[src/rtl/id_ex_operand_stage_if.sv]
// -----------------------------------------------------------------------------
// id_ex_operand_stage_if
//
// Purpose: groups every signal between the operand-fetch / ID-EX register
// and its neighbours (decode, register file, writeback, branch unit, execute)
// into one bundle.
//
// Modports:
//   slave  - the id_ex_operand_stage itself
//   master - the surrounding pipeline (or a testbench standing in for it)
//
// Handshake: decode offers an instruction with id_valid; the stage accepts it
// on a posedge where id_valid is high and id_stall is low. While id_stall is
// high, decode must hold its PC and IF/ID contents unchanged. ex_hold is the
// execute stage's "not ready" and freezes the ID/EX register. flush is a
// one-cycle kill of the decode slot and is never dropped, even under ex_hold.
// -----------------------------------------------------------------------------
interface id_ex_operand_stage_if #(
    parameter int WORD_LEN = 32,
    parameter int ADDR_LEN = 5
);
    // decode slot
    logic                id_valid;
    logic [WORD_LEN-1:0] id_pc;
    logic [ADDR_LEN-1:0] id_rs;
    logic [ADDR_LEN-1:0] id_rt;
    logic                id_uses_rt;
    logic [ADDR_LEN-1:0] id_dest;
    logic [WORD_LEN-1:0] id_imm;
    logic [3:0]          id_alu_op;
    logic                id_reg_write;
    logic                id_mem_read;
    logic                id_mem_write;

    // register file read ports
    logic [ADDR_LEN-1:0] rf_readreg1;
    logic [ADDR_LEN-1:0] rf_readreg2;
    logic [WORD_LEN-1:0] rf_data1;
    logic [WORD_LEN-1:0] rf_data2;

    // writeback port (bypassed onto the read operands)
    logic                wb_write_en;
    logic [ADDR_LEN-1:0] wb_write_reg;
    logic [WORD_LEN-1:0] wb_write_data;

    // pipeline control
    logic                flush;
    logic                ex_hold;
    logic                id_stall;

    // ID/EX register contents
    logic                ex_valid;
    logic [WORD_LEN-1:0] ex_pc;
    logic [WORD_LEN-1:0] ex_op1;
    logic [WORD_LEN-1:0] ex_op2;
    logic [WORD_LEN-1:0] ex_imm;
    logic [ADDR_LEN-1:0] ex_rs;
    logic [ADDR_LEN-1:0] ex_rt;
    logic [ADDR_LEN-1:0] ex_dest;
    logic [3:0]          ex_alu_op;
    logic                ex_reg_write;
    logic                ex_mem_read;
    logic                ex_mem_write;

    logic [15:0]         bubble_count;

    modport slave (
        input  id_valid, id_pc, id_rs, id_rt, id_uses_rt, id_dest, id_imm,
               id_alu_op, id_reg_write, id_mem_read, id_mem_write,
        output rf_readreg1, rf_readreg2,
        input  rf_data1, rf_data2,
        input  wb_write_en, wb_write_reg, wb_write_data,
        input  flush, ex_hold,
        output id_stall,
        output ex_valid, ex_pc, ex_op1, ex_op2, ex_imm, ex_rs, ex_rt, ex_dest,
               ex_alu_op, ex_reg_write, ex_mem_read, ex_mem_write,
        output bubble_count
    );

    modport master (
        output id_valid, id_pc, id_rs, id_rt, id_uses_rt, id_dest, id_imm,
               id_alu_op, id_reg_write, id_mem_read, id_mem_write,
        input  rf_readreg1, rf_readreg2,
        output rf_data1, rf_data2,
        output wb_write_en, wb_write_reg, wb_write_data,
        output flush, ex_hold,
        input  id_stall,
        input  ex_valid, ex_pc, ex_op1, ex_op2, ex_imm, ex_rs, ex_rt, ex_dest,
               ex_alu_op, ex_reg_write, ex_mem_read, ex_mem_write,
        input  bubble_count
    );
endinterface

[src/rtl/id_ex_operand_stage.sv]
// -----------------------------------------------------------------------------
// id_ex_operand_stage
//
// Purpose: operand fetch and ID/EX pipeline register of the pipelined MIPS
// core. Drives the register file read addresses from the decoded rs/rt,
// bypasses same-cycle writeback data onto the read operands, forces $zero to
// read as 0, registers operands and control into execute, and inserts one
// bubble on a load-use hazard while stalling decode. Branch flush and
// downstream hold are honoured; a flush that arrives during hold is remembered
// and applied when hold drops.
//
// Ports:
//   clk  - clock, all state updates on posedge
//   rst  - synchronous, active-high reset
//   bus  - id_ex_operand_stage_if.slave: decode slot in, register file
//          read addresses out / read data in, writeback port in, flush and
//          ex_hold in, id_stall out, ID/EX register out, bubble_count out
// -----------------------------------------------------------------------------
module id_ex_operand_stage #(
    parameter int WORD_LEN = 32,
    parameter int ADDR_LEN = 5
) (
    input  logic                  clk,
    input  logic                  rst,
    id_ex_operand_stage_if.slave  bus
);

    localparam logic [15:0] BUBBLE_MAX = 16'hFFFF;

    // -------------------------------------------------------------------------
    // Operand select: $zero beats the bypass, the bypass beats the file.
    // The file is written at the same posedge we capture, so without the
    // bypass the operand would be one write stale.
    // -------------------------------------------------------------------------
    function automatic logic [WORD_LEN-1:0] select_operand(
        input logic [ADDR_LEN-1:0] src,
        input logic [WORD_LEN-1:0] file_data,
        input logic                wb_en,
        input logic [ADDR_LEN-1:0] wb_reg,
        input logic [WORD_LEN-1:0] wb_data
    );
        logic [WORD_LEN-1:0] result;
        if (src == '0) begin
            result = '0;
        end else if (wb_en && (wb_reg == src)) begin
            result = wb_data;
        end else begin
            result = file_data;
        end
        return result;
    endfunction

    // -------------------------------------------------------------------------
    // ID/EX register state
    // -------------------------------------------------------------------------
    logic                ex_valid_q;
    logic [WORD_LEN-1:0] ex_pc_q;
    logic [WORD_LEN-1:0] ex_op1_q;
    logic [WORD_LEN-1:0] ex_op2_q;
    logic [WORD_LEN-1:0] ex_imm_q;
    logic [ADDR_LEN-1:0] ex_rs_q;
    logic [ADDR_LEN-1:0] ex_rt_q;
    logic [ADDR_LEN-1:0] ex_dest_q;
    logic [3:0]          ex_alu_op_q;
    logic                ex_reg_write_q;
    logic                ex_mem_read_q;
    logic                ex_mem_write_q;
    logic [15:0]         bubble_count_q;

    // A flush seen while ex_hold froze the register; applied on release.
    logic                pending_flush_q;

    // -------------------------------------------------------------------------
    // Combinational datapath and hazard detection
    // -------------------------------------------------------------------------
    logic [WORD_LEN-1:0] op1_sel;
    logic [WORD_LEN-1:0] op2_sel;
    logic                rs_match;
    logic                rt_match;
    logic                load_use;
    logic                stall;

    always_comb begin
        op1_sel  = select_operand(bus.id_rs, bus.rf_data1, bus.wb_write_en,
                                  bus.wb_write_reg, bus.wb_write_data);
        op2_sel  = select_operand(bus.id_rt, bus.rf_data2, bus.wb_write_en,
                                  bus.wb_write_reg, bus.wb_write_data);

        // rt only counts when the instruction actually reads it; an I-type
        // ALU op names its destination in the rt field.
        rs_match = (ex_dest_q == bus.id_rs);
        rt_match = bus.id_uses_rt && (ex_dest_q == bus.id_rt);

        // A load to $zero produces nothing anyone can depend on.
        load_use = ex_valid_q && ex_mem_read_q && (ex_dest_q != '0) &&
                   bus.id_valid && (rs_match || rt_match);

        // flush kills the decode slot, so its hazard is moot; ex_hold still
        // stalls decode because ID/EX cannot take anything new.
        stall    = (load_use && !bus.flush) || bus.ex_hold;
    end

    // -------------------------------------------------------------------------
    // ID/EX register update, priority: rst, hold, flush, load-use, capture.
    // On flush and bubble the datapath fields are left as they were; only
    // ex_valid and the side-effecting controls matter downstream.
    // -------------------------------------------------------------------------
    always_ff @(posedge clk) begin
        if (rst) begin
            ex_valid_q      <= 1'b0;
            ex_pc_q         <= '0;
            ex_op1_q        <= '0;
            ex_op2_q        <= '0;
            ex_imm_q        <= '0;
            ex_rs_q         <= '0;
            ex_rt_q         <= '0;
            ex_dest_q       <= '0;
            ex_alu_op_q     <= '0;
            ex_reg_write_q  <= 1'b0;
            ex_mem_read_q   <= 1'b0;
            ex_mem_write_q  <= 1'b0;
            bubble_count_q  <= '0;
            pending_flush_q <= 1'b0;
        end else if (bus.ex_hold) begin
            // Everything frozen, bubbles included; only remember a flush.
            pending_flush_q <= pending_flush_q | bus.flush;
        end else if (bus.flush || pending_flush_q) begin
            ex_valid_q      <= 1'b0;
            ex_reg_write_q  <= 1'b0;
            ex_mem_read_q   <= 1'b0;
            ex_mem_write_q  <= 1'b0;
            pending_flush_q <= 1'b0;
        end else if (load_use) begin
            // The bubble clears ex_mem_read, so the hazard drops next cycle
            // and exactly one bubble is inserted per load-use.
            ex_valid_q      <= 1'b0;
            ex_reg_write_q  <= 1'b0;
            ex_mem_read_q   <= 1'b0;
            ex_mem_write_q  <= 1'b0;
            if (bubble_count_q != BUBBLE_MAX) begin
                bubble_count_q <= bubble_count_q + 16'd1;
            end
        end else begin
            ex_valid_q      <= bus.id_valid;
            ex_pc_q         <= bus.id_pc;
            ex_op1_q        <= op1_sel;
            ex_op2_q        <= op2_sel;
            ex_imm_q        <= bus.id_imm;
            ex_rs_q         <= bus.id_rs;
            ex_rt_q         <= bus.id_rt;
            ex_dest_q       <= bus.id_dest;
            ex_alu_op_q     <= bus.id_alu_op;
            ex_reg_write_q  <= bus.id_reg_write && bus.id_valid;
            ex_mem_read_q   <= bus.id_mem_read  && bus.id_valid;
            ex_mem_write_q  <= bus.id_mem_write && bus.id_valid;
        end
    end

    // -------------------------------------------------------------------------
    // Outputs
    // -------------------------------------------------------------------------
    assign bus.rf_readreg1  = bus.id_rs;
    assign bus.rf_readreg2  = bus.id_rt;
    assign bus.id_stall     = stall;

    assign bus.ex_valid     = ex_valid_q;
    assign bus.ex_pc        = ex_pc_q;
    assign bus.ex_op1       = ex_op1_q;
    assign bus.ex_op2       = ex_op2_q;
    assign bus.ex_imm       = ex_imm_q;
    assign bus.ex_rs        = ex_rs_q;
    assign bus.ex_rt        = ex_rt_q;
    assign bus.ex_dest      = ex_dest_q;
    assign bus.ex_alu_op    = ex_alu_op_q;
    assign bus.ex_reg_write = ex_reg_write_q;
    assign bus.ex_mem_read  = ex_mem_read_q;
    assign bus.ex_mem_write = ex_mem_write_q;
    assign bus.bubble_count = bubble_count_q;

endmodule

[src/flat_wrapper.sv]
// flat-port wrapper written by rule: the top's interface ports become plain ports
module id_ex_operand_stage_flat 
#(
    parameter int WORD_LEN = 32,
    parameter int ADDR_LEN = 5
)
  (clk, rst, bus_id_valid, bus_id_pc, bus_id_rs, bus_id_rt, bus_id_uses_rt, bus_id_dest, bus_id_imm, bus_id_alu_op, bus_id_reg_write, bus_id_mem_read, bus_id_mem_write, bus_rf_readreg1, bus_rf_readreg2, bus_rf_data1, bus_rf_data2, bus_wb_write_en, bus_wb_write_reg, bus_wb_write_data, bus_flush, bus_ex_hold, bus_id_stall, bus_ex_valid, bus_ex_pc, bus_ex_op1, bus_ex_op2, bus_ex_imm, bus_ex_rs, bus_ex_rt, bus_ex_dest, bus_ex_alu_op, bus_ex_reg_write, bus_ex_mem_read, bus_ex_mem_write, bus_bubble_count);
  id_ex_operand_stage_if #(.WORD_LEN(WORD_LEN), .ADDR_LEN(ADDR_LEN)) bus_i ();
  input  logic clk;
  input  logic rst;
  input wire logic [$bits(bus_i.id_valid)-1:0] bus_id_valid;
  input wire logic [$bits(bus_i.id_pc)-1:0] bus_id_pc;
  input wire logic [$bits(bus_i.id_rs)-1:0] bus_id_rs;
  input wire logic [$bits(bus_i.id_rt)-1:0] bus_id_rt;
  input wire logic [$bits(bus_i.id_uses_rt)-1:0] bus_id_uses_rt;
  input wire logic [$bits(bus_i.id_dest)-1:0] bus_id_dest;
  input wire logic [$bits(bus_i.id_imm)-1:0] bus_id_imm;
  input wire logic [$bits(bus_i.id_alu_op)-1:0] bus_id_alu_op;
  input wire logic [$bits(bus_i.id_reg_write)-1:0] bus_id_reg_write;
  input wire logic [$bits(bus_i.id_mem_read)-1:0] bus_id_mem_read;
  input wire logic [$bits(bus_i.id_mem_write)-1:0] bus_id_mem_write;
  output wire logic [$bits(bus_i.rf_readreg1)-1:0] bus_rf_readreg1;
  output wire logic [$bits(bus_i.rf_readreg2)-1:0] bus_rf_readreg2;
  input wire logic [$bits(bus_i.rf_data1)-1:0] bus_rf_data1;
  input wire logic [$bits(bus_i.rf_data2)-1:0] bus_rf_data2;
  input wire logic [$bits(bus_i.wb_write_en)-1:0] bus_wb_write_en;
  input wire logic [$bits(bus_i.wb_write_reg)-1:0] bus_wb_write_reg;
  input wire logic [$bits(bus_i.wb_write_data)-1:0] bus_wb_write_data;
  input wire logic [$bits(bus_i.flush)-1:0] bus_flush;
  input wire logic [$bits(bus_i.ex_hold)-1:0] bus_ex_hold;
  output wire logic [$bits(bus_i.id_stall)-1:0] bus_id_stall;
  output wire logic [$bits(bus_i.ex_valid)-1:0] bus_ex_valid;
  output wire logic [$bits(bus_i.ex_pc)-1:0] bus_ex_pc;
  output wire logic [$bits(bus_i.ex_op1)-1:0] bus_ex_op1;
  output wire logic [$bits(bus_i.ex_op2)-1:0] bus_ex_op2;
  output wire logic [$bits(bus_i.ex_imm)-1:0] bus_ex_imm;
  output wire logic [$bits(bus_i.ex_rs)-1:0] bus_ex_rs;
  output wire logic [$bits(bus_i.ex_rt)-1:0] bus_ex_rt;
  output wire logic [$bits(bus_i.ex_dest)-1:0] bus_ex_dest;
  output wire logic [$bits(bus_i.ex_alu_op)-1:0] bus_ex_alu_op;
  output wire logic [$bits(bus_i.ex_reg_write)-1:0] bus_ex_reg_write;
  output wire logic [$bits(bus_i.ex_mem_read)-1:0] bus_ex_mem_read;
  output wire logic [$bits(bus_i.ex_mem_write)-1:0] bus_ex_mem_write;
  output wire logic [$bits(bus_i.bubble_count)-1:0] bus_bubble_count;
  assign bus_i.id_valid = bus_id_valid;
  assign bus_i.id_pc = bus_id_pc;
  assign bus_i.id_rs = bus_id_rs;
  assign bus_i.id_rt = bus_id_rt;
  assign bus_i.id_uses_rt = bus_id_uses_rt;
  assign bus_i.id_dest = bus_id_dest;
  assign bus_i.id_imm = bus_id_imm;
  assign bus_i.id_alu_op = bus_id_alu_op;
  assign bus_i.id_reg_write = bus_id_reg_write;
  assign bus_i.id_mem_read = bus_id_mem_read;
  assign bus_i.id_mem_write = bus_id_mem_write;
  assign bus_rf_readreg1 = bus_i.rf_readreg1;
  assign bus_rf_readreg2 = bus_i.rf_readreg2;
  assign bus_i.rf_data1 = bus_rf_data1;
  assign bus_i.rf_data2 = bus_rf_data2;
  assign bus_i.wb_write_en = bus_wb_write_en;
  assign bus_i.wb_write_reg = bus_wb_write_reg;
  assign bus_i.wb_write_data = bus_wb_write_data;
  assign bus_i.flush = bus_flush;
  assign bus_i.ex_hold = bus_ex_hold;
  assign bus_id_stall = bus_i.id_stall;
  assign bus_ex_valid = bus_i.ex_valid;
  assign bus_ex_pc = bus_i.ex_pc;
  assign bus_ex_op1 = bus_i.ex_op1;
  assign bus_ex_op2 = bus_i.ex_op2;
  assign bus_ex_imm = bus_i.ex_imm;
  assign bus_ex_rs = bus_i.ex_rs;
  assign bus_ex_rt = bus_i.ex_rt;
  assign bus_ex_dest = bus_i.ex_dest;
  assign bus_ex_alu_op = bus_i.ex_alu_op;
  assign bus_ex_reg_write = bus_i.ex_reg_write;
  assign bus_ex_mem_read = bus_i.ex_mem_read;
  assign bus_ex_mem_write = bus_i.ex_mem_write;
  assign bus_bubble_count = bus_i.bubble_count;
  id_ex_operand_stage #(.WORD_LEN(WORD_LEN), .ADDR_LEN(ADDR_LEN)) u_core (.clk(clk), .rst(rst), .bus(bus_i));
endmodule
[config.mk]
export PLATFORM = sky130hd
export DESIGN_NAME = id_ex_operand_stage_flat
export DESIGN_NICKNAME = d
export VERILOG_FILES = /design/src/rtl/id_ex_operand_stage_if.sv /design/src/rtl/id_ex_operand_stage.sv /design/src/flat_wrapper.sv
export SDC_FILE = /design/constraint.sdc
export NUM_CORES = 1
export LEC_CHECK = 0
export ABC_AREA = 1
export BUFFER_PORTS_ARGS = -buffer_cell sky130_fd_sc_hd__buf_2
export CORE_ASPECT_RATIO = 0.75
export CORE_MARGIN = 2
export CORE_UTILIZATION = 30
export DETAILED_ROUTE_END_ITERATION = 10
export PLACE_DENSITY_LB_ADDON = 0.12
export SLEW_MARGIN = 20
export SYNTH_ARGS = -nofsm -noshare
export SYNTH_HDL_FRONTEND = slang
export SYNTH_SLANG_ARGS = --single-unit
[constraint.sdc]
create_clock -name clk -period 2.4 [get_ports clk]
set_clock_uncertainty 0.1 [all_clocks]
set_input_delay 0 -clock clk [delete_from_list [all_inputs] [get_ports clk]]
set_output_delay 0 -clock clk [all_outputs]
set_load 0.02 [all_outputs]
Word level (Yosys, flattened, before mapping)
Cells that the tools add are included.

word-level totals
  flip-flop bits (word level) = 168
  input port bits = 194
  output and inout port bits = 178
  word-level logic and storage cells = 59

operators by class
  add/subtract/negate cells = 1
  eq/ne operators = 5
  mux-type cells = 14
  bitwise operators = 4
  reduce and logical (&&, ||, !) cells = 21

operators by type and width
  kind                     number
  $mux W32                 4
  $eq A5 B5 Y1             4
  $add A16 B1 Y16 const B  1
  $ne A16 B16 Y1 const B   1
  $logic_and A1 B1 Y1      11
  $logic_not A5 Y1         2
  $mux W1                  10
  $reduce_bool A5 Y1       1
  $reduce_and A4 Y1        1
  $logic_or A1 B1 Y1       3
  $not A1 Y1               3
  $reduce_and A3 Y1        1
  $reduce_bool A2 Y1       1
  $logic_not A1 Y1         1
  $or A1 B1 Y1             1

Logic depth before layout (Yosys ltp)
  depth in word-level cells = 6
  mapped depth = 13
  mapped depth without buffers = 11

Worst setup path before layout
OpenSTA, ideal clock, no wires.

  path type = reg2reg
  from = reg u_core.bubble_count_q[1] (netlist: u_core.bus.bubble_count[1])
  to = reg u_core.bubble_count_q[11] (netlist: u_core.bus.bubble_count[11])
  setup time = 113 ps
  arrival = 1685 ps
  data required time = 2187 ps
  slack = 502 ps
  cell stages (with the launch flop) = 12
  buffers on the path = 1
  clock period less this slack = 1898 ps
  path through = dfxtp_1 -> ha_1 -> nand2_1 -> nor2_1 -> nand2_1 -> nor2_1 -> nand3_1 -> nand4_1 -> buf_2 -> nand2_1 -> nand2_1 -> nor2_1

on the way
  word-level cells in the longest chain between the ends = 2
  elaborated cells on any way between the ends = 3
  classes of those cells = add/sub (1); eq/ne (1); reduce/logical (1)

ends and longest elaborated chain
  what                                                     line                        RTL
  from (decl)                                              id_ex_operand_stage.sv:68   logic [15:0] bubble_count_q;
  from (signal assigned)                                   id_ex_operand_stage.sv:141  bubble_count_q <= bubble_count_q + 16'd1;
  branches (longest 2 deep; another with $add A16 B1 Y16)  -

Parallel ways; which one is timed is not known.
A chain may end at the register's enable or synchronous reset.

Worst setup path after layout
  from = in bus_id_rs[3]
  to = reg u_core.ex_op1_q[6] (netlist: u_core.bus.ex_op1[6])

on the way
  word-level cells in the longest chain between the ends = 5
  elaborated cells on any way between the ends = 10
  classes of those cells = eq/ne (2); mux (2); bitwise (1); reduce/logical (5)

ends and longest elaborated chain
  what                                line                        RTL
  from (decl)                         flat_wrapper.sv:13          input wire logic [$bits(bus_i.id_rs)-1:0] bus_id_rs;
  $eq A5 B5 Y1                        id_ex_operand_stage.sv:91   rs_match = (ex_dest_q == bus.id_rs);
  $logic_or A1 B1 Y1                  id_ex_operand_stage.sv:96   bus.id_valid && (rs_match || rt_match);
  $logic_and A1 B1 Y1                 id_ex_operand_stage.sv:96
  $not A1 Y1 (no source line)         -
  $reduce_and A3 Y1 (no source line)  -
  to (signal assigned)                id_ex_operand_stage.sv:146  ex_op1_q <= op1_sel;
  to (decl)                           id_ex_operand_stage.sv:58   logic [WORD_LEN-1:0] ex_op1_q;

Parallel ways exist; a longest one is shown, timed or not.

==> impl_metrics.env <==
export IMPL_vias=9334
export IMPL_setup_viol=0
export IMPL_path_clk_slew_ps=70
export IMPL_synthFlopType="dfxtp_1"
export IMPL_met3_length_um=1660
export IMPL_startpoint_type="primary input"
export IMPL_cts_setup_buffers=0
export IMPL_synth_commonest_cells="nor2_1, nand2_1, dfxtp_1"
export IMPL_worst_path_max_fanout=20
export IMPL_crit_type="primary input to flip-flop"
export IMPL_wl_met2_um=14100
export IMPL_critical_path_slowest_cell="dlygate4sd3_1"
export IMPL_synth_largest_area_cell="dfxtp_1"
export IMPL_synthesis_nets=1436
export IMPL_core_mm2=0.0262
export IMPL_vias_per_cell=4.39
export IMPL_top_layer="met4"
export IMPL_dieArea_mm2=0.0281
export IMPL_seq_area_frac_synth=0.419
export IMPL_cp_buffers_inverters=4
export IMPL_place_inst=1903
export IMPL_outcome="finished, final reports clean"
export IMPL_fin_crit_sh=0.944
export IMPL_min_period_ps=2270
export IMPL_max_stage_delay_ps=580
export IMPL_antenna_found_initial=1
export IMPL_drive_above_1_share=0.250
export IMPL_power_density_mw_per_mm2=591
export IMPL_yosysTopAreaCellShare=0.419
export IMPL_portBuffers=371
export IMPL_routed_wl_um=30400
export IMPL_grt_pass1_wl_um=47400
export IMPL_ys_seq_elements=168
export IMPL_rsz0062_at_grt="no"
export IMPL_holdWs_ps=144
export IMPL_p_leak_nw=6.76
export IMPL_row_count=51
export IMPL_end_kind="flip-flop"
export IMPL_path_cells="dlygate4sd3_1 > buf_2 > nor3_1 > nand3_4 > buf_4 > o211ai_1 > dlygate4sd3_1 > a21oi_1"
export IMPL_route_detailed_wl_per_inst_um=14.3
export IMPL_htree_levels=4
export IMPL_final_cells=2124
export IMPL_slew_headroom=0.546
export IMPL_cts_num_sinks=168
export IMPL_hp_class="primary input to flip-flop"
export IMPL_grt_pass1_vias=8910
export IMPL_fin_nets=1962
export IMPL_yosysWarnings=0
export IMPL_dieHeight_um=146
export IMPL_drc_errors=0
export IMPL_grt_use_total=0.212
export IMPL_ir_drop_uv=450
export IMPL_clockBufferDepth=2
export IMPL_syn_inst=1241
export IMPL_cts_tree="done"
export IMPL_cp_required_ps=2600
export IMPL_synth_area_mm2=0.00803
export IMPL_grt_max_degree=78
export IMPL_syn_avg_cell_area_um2=6.47
export IMPL_ys_async_sr_fraction=0
export IMPL_slew_viol_final=0
export IMPL_maxCapViolCount=0
export IMPL_pin_count=372
export IMPL_cp_arrival_ps=2470
export IMPL_cp_top_family="buffers and inverters"
export IMPL_synth_edf_count=0
export IMPL_start_util=0.307
export IMPL_ys_types=32
export IMPL_yosysMostFrequentCell="nor2_1"
export IMPL_drtIter0Drc=451
export IMPL_area_growth_pct=58.8
export IMPL_crit_top_cell="dlygate4sd3_1"
export IMPL_tightestPinTransition_ps=682
export IMPL_wl_met1_um=14300
export IMPL_first_pass_iters=4
export IMPL_cts_buffers=17
export IMPL_synth_area_leaders="dfxtp_1, nor2_1, nand2_1"
export IMPL_max_freq_mhz=441
export IMPL_place_gp_congestion=0.810
export IMPL_setup_tns_ps=0
export IMPL_clk_latency_ps=420
export IMPL_ant_nets=0
export IMPL_hold_viol_final=0
export IMPL_die_w_um=193
export IMPL_hpwl_um=20900
export IMPL_overflow=0
export IMPL_cts_root_buf="clkbuf_16"
[repair_timing]
action,4_1_cts,5_1_grt
hold buffers,189,0
resized for setup,0,9
endpoints found under the setup margin,0,24
hold endpoints to repair,153,0
[tightest hold or removal path, stage by stage]
cell and delay (ps):
buf_2 110, o21ai_0 100, nor2_2 90, nand4_1 100, nand3_1 70, nand2_1 60, nand2_1 40, nor2_1 70
[state kept, by name (all words and copies together), names as in the netlist]
name / cells
u_core.bus.ex_reg_write: 1
u_core.bus.ex_dest: 5
u_core.pending_flush_q: 1
u_core.bus.ex_op1: 32
u_core.bus.ex_valid: 1
u_core.bus.ex_pc: 32
u_core.bus.ex_mem_read: 1
u_core.bus.ex_rs: 5
u_core.bus.bubble_count: 16
u_core.bus.ex_op2: 32
u_core.bus.ex_mem_write: 1
u_core.bus.ex_imm: 32
u_core.bus.ex_rt: 5
u_core.bus.ex_alu_op: 4
[cell families after synthesis]
group | after synthesis | synth area share
compound gates | 182 | 0.124
fa+ha+maj | 1 | 0.00156
xor+xnor | 9 | 0.00981
simple gates | 655 | 0.327
buf+inv | 226 | 0.119
flops | 168 | 0.419
[stage by stage]
| stage | power (mW) | worst slack (ps) | cell area [um2] | utilization |
|---|---|---|---|---|
| finish | 7.55 | 134 | 12800 | 0.488 |
| global route | 7.94 | 7.99 | 12800 | 0.488 |
| CTS | 7.63 | 31.8 | 12700 | 0.486 |
| detailed placement | 4.39 | 312 | 10200 | 0.390 |
| global placement | 4.38 | 386 | 10200 | 0.390 |
| floorplan | 3.86 | 502 | 8030 | - |
[layer usage]
| metal | track usage | vias up |
|---|---|---|
| li1 | - | 4875 |
| met1 | 0.287 | 4201 |
| met2 | 0.344 | 231 |
| met3 | 0.0480 | 27 |
| met4 | 0.0462 | 0 |
| met5 | 0 | - |
[worst paths after layout]
kind | start | endpoint | slack (ps) | cells after the start
worst max-delay path | bus_id_rs[3] | u_core.bus.ex_op1[6]$_SDFFE_PP0P_ | 130 | 8
worst min-delay path | bus_wb_write_en | u_core.bus.ex_op1[16]$_SDFFE_PP0P_ | 140 | 8
worst max register to register | u_core.bus.bubble_count[1]$_SDFFE_PP0P_ | u_core.bus.bubble_count[15]$_SDFFE_PP0P_ | 340 | 11
worst min register to register | u_core.bus.ex_reg_write$_SDFFE_PP0N_ | u_core.bus.ex_reg_write$_SDFFE_PP0N_ | 350 | 2
[cells in the final DEF, fill, tap and decap left out, drive strengths merged]
cell / synthesis / final
o21ai: 123 / 123
nor2: 350 / 350
xnor2: 1 / 1
or2: 2 / 2
bufinv: 0 / 3
clkbuf: 37 / 22
o21bai: 1 / 1
a21boi: 4 / 4
nand4: 21 / 21
nand2: 243 / 243
a21oi: 30 / 30
diode: 0 / 1
o211ai: 24 / 24
xor2: 8 / 8
buf: 41 / 396
nor3b: 2 / 2
nor3: 8 / 8
clkinvlp: 0 / 3
nand3: 29 / 29
inv: 148 / 150
dlygate4sd3: 0 / 189
dfxtp: 168 / 168
clkinv: 0 / 1
ha: 1 / 1
[area by class of cell]
class | instances | area, um2
antenna | 1 | 2.50
timing repair buffer | 585 | 4030
inverter | 148 | 558
fill | 2728 | 13400
clock inverter | 9 | 139
tap | 344 | 430
clock buffer | 22 | 484
multi-input combinational | 847 | 3750
sequential | 168 | 3360
[report_power, final]
part / internal, mW / switching (mW)
Sequential: 2.96 / 0.0849
Clock: 1.76 / 1.20
Combinational: 0.681 / 0.859
Total: 5.40 / 2.15
Note: power is estimated with default switching activity, not from simulation.
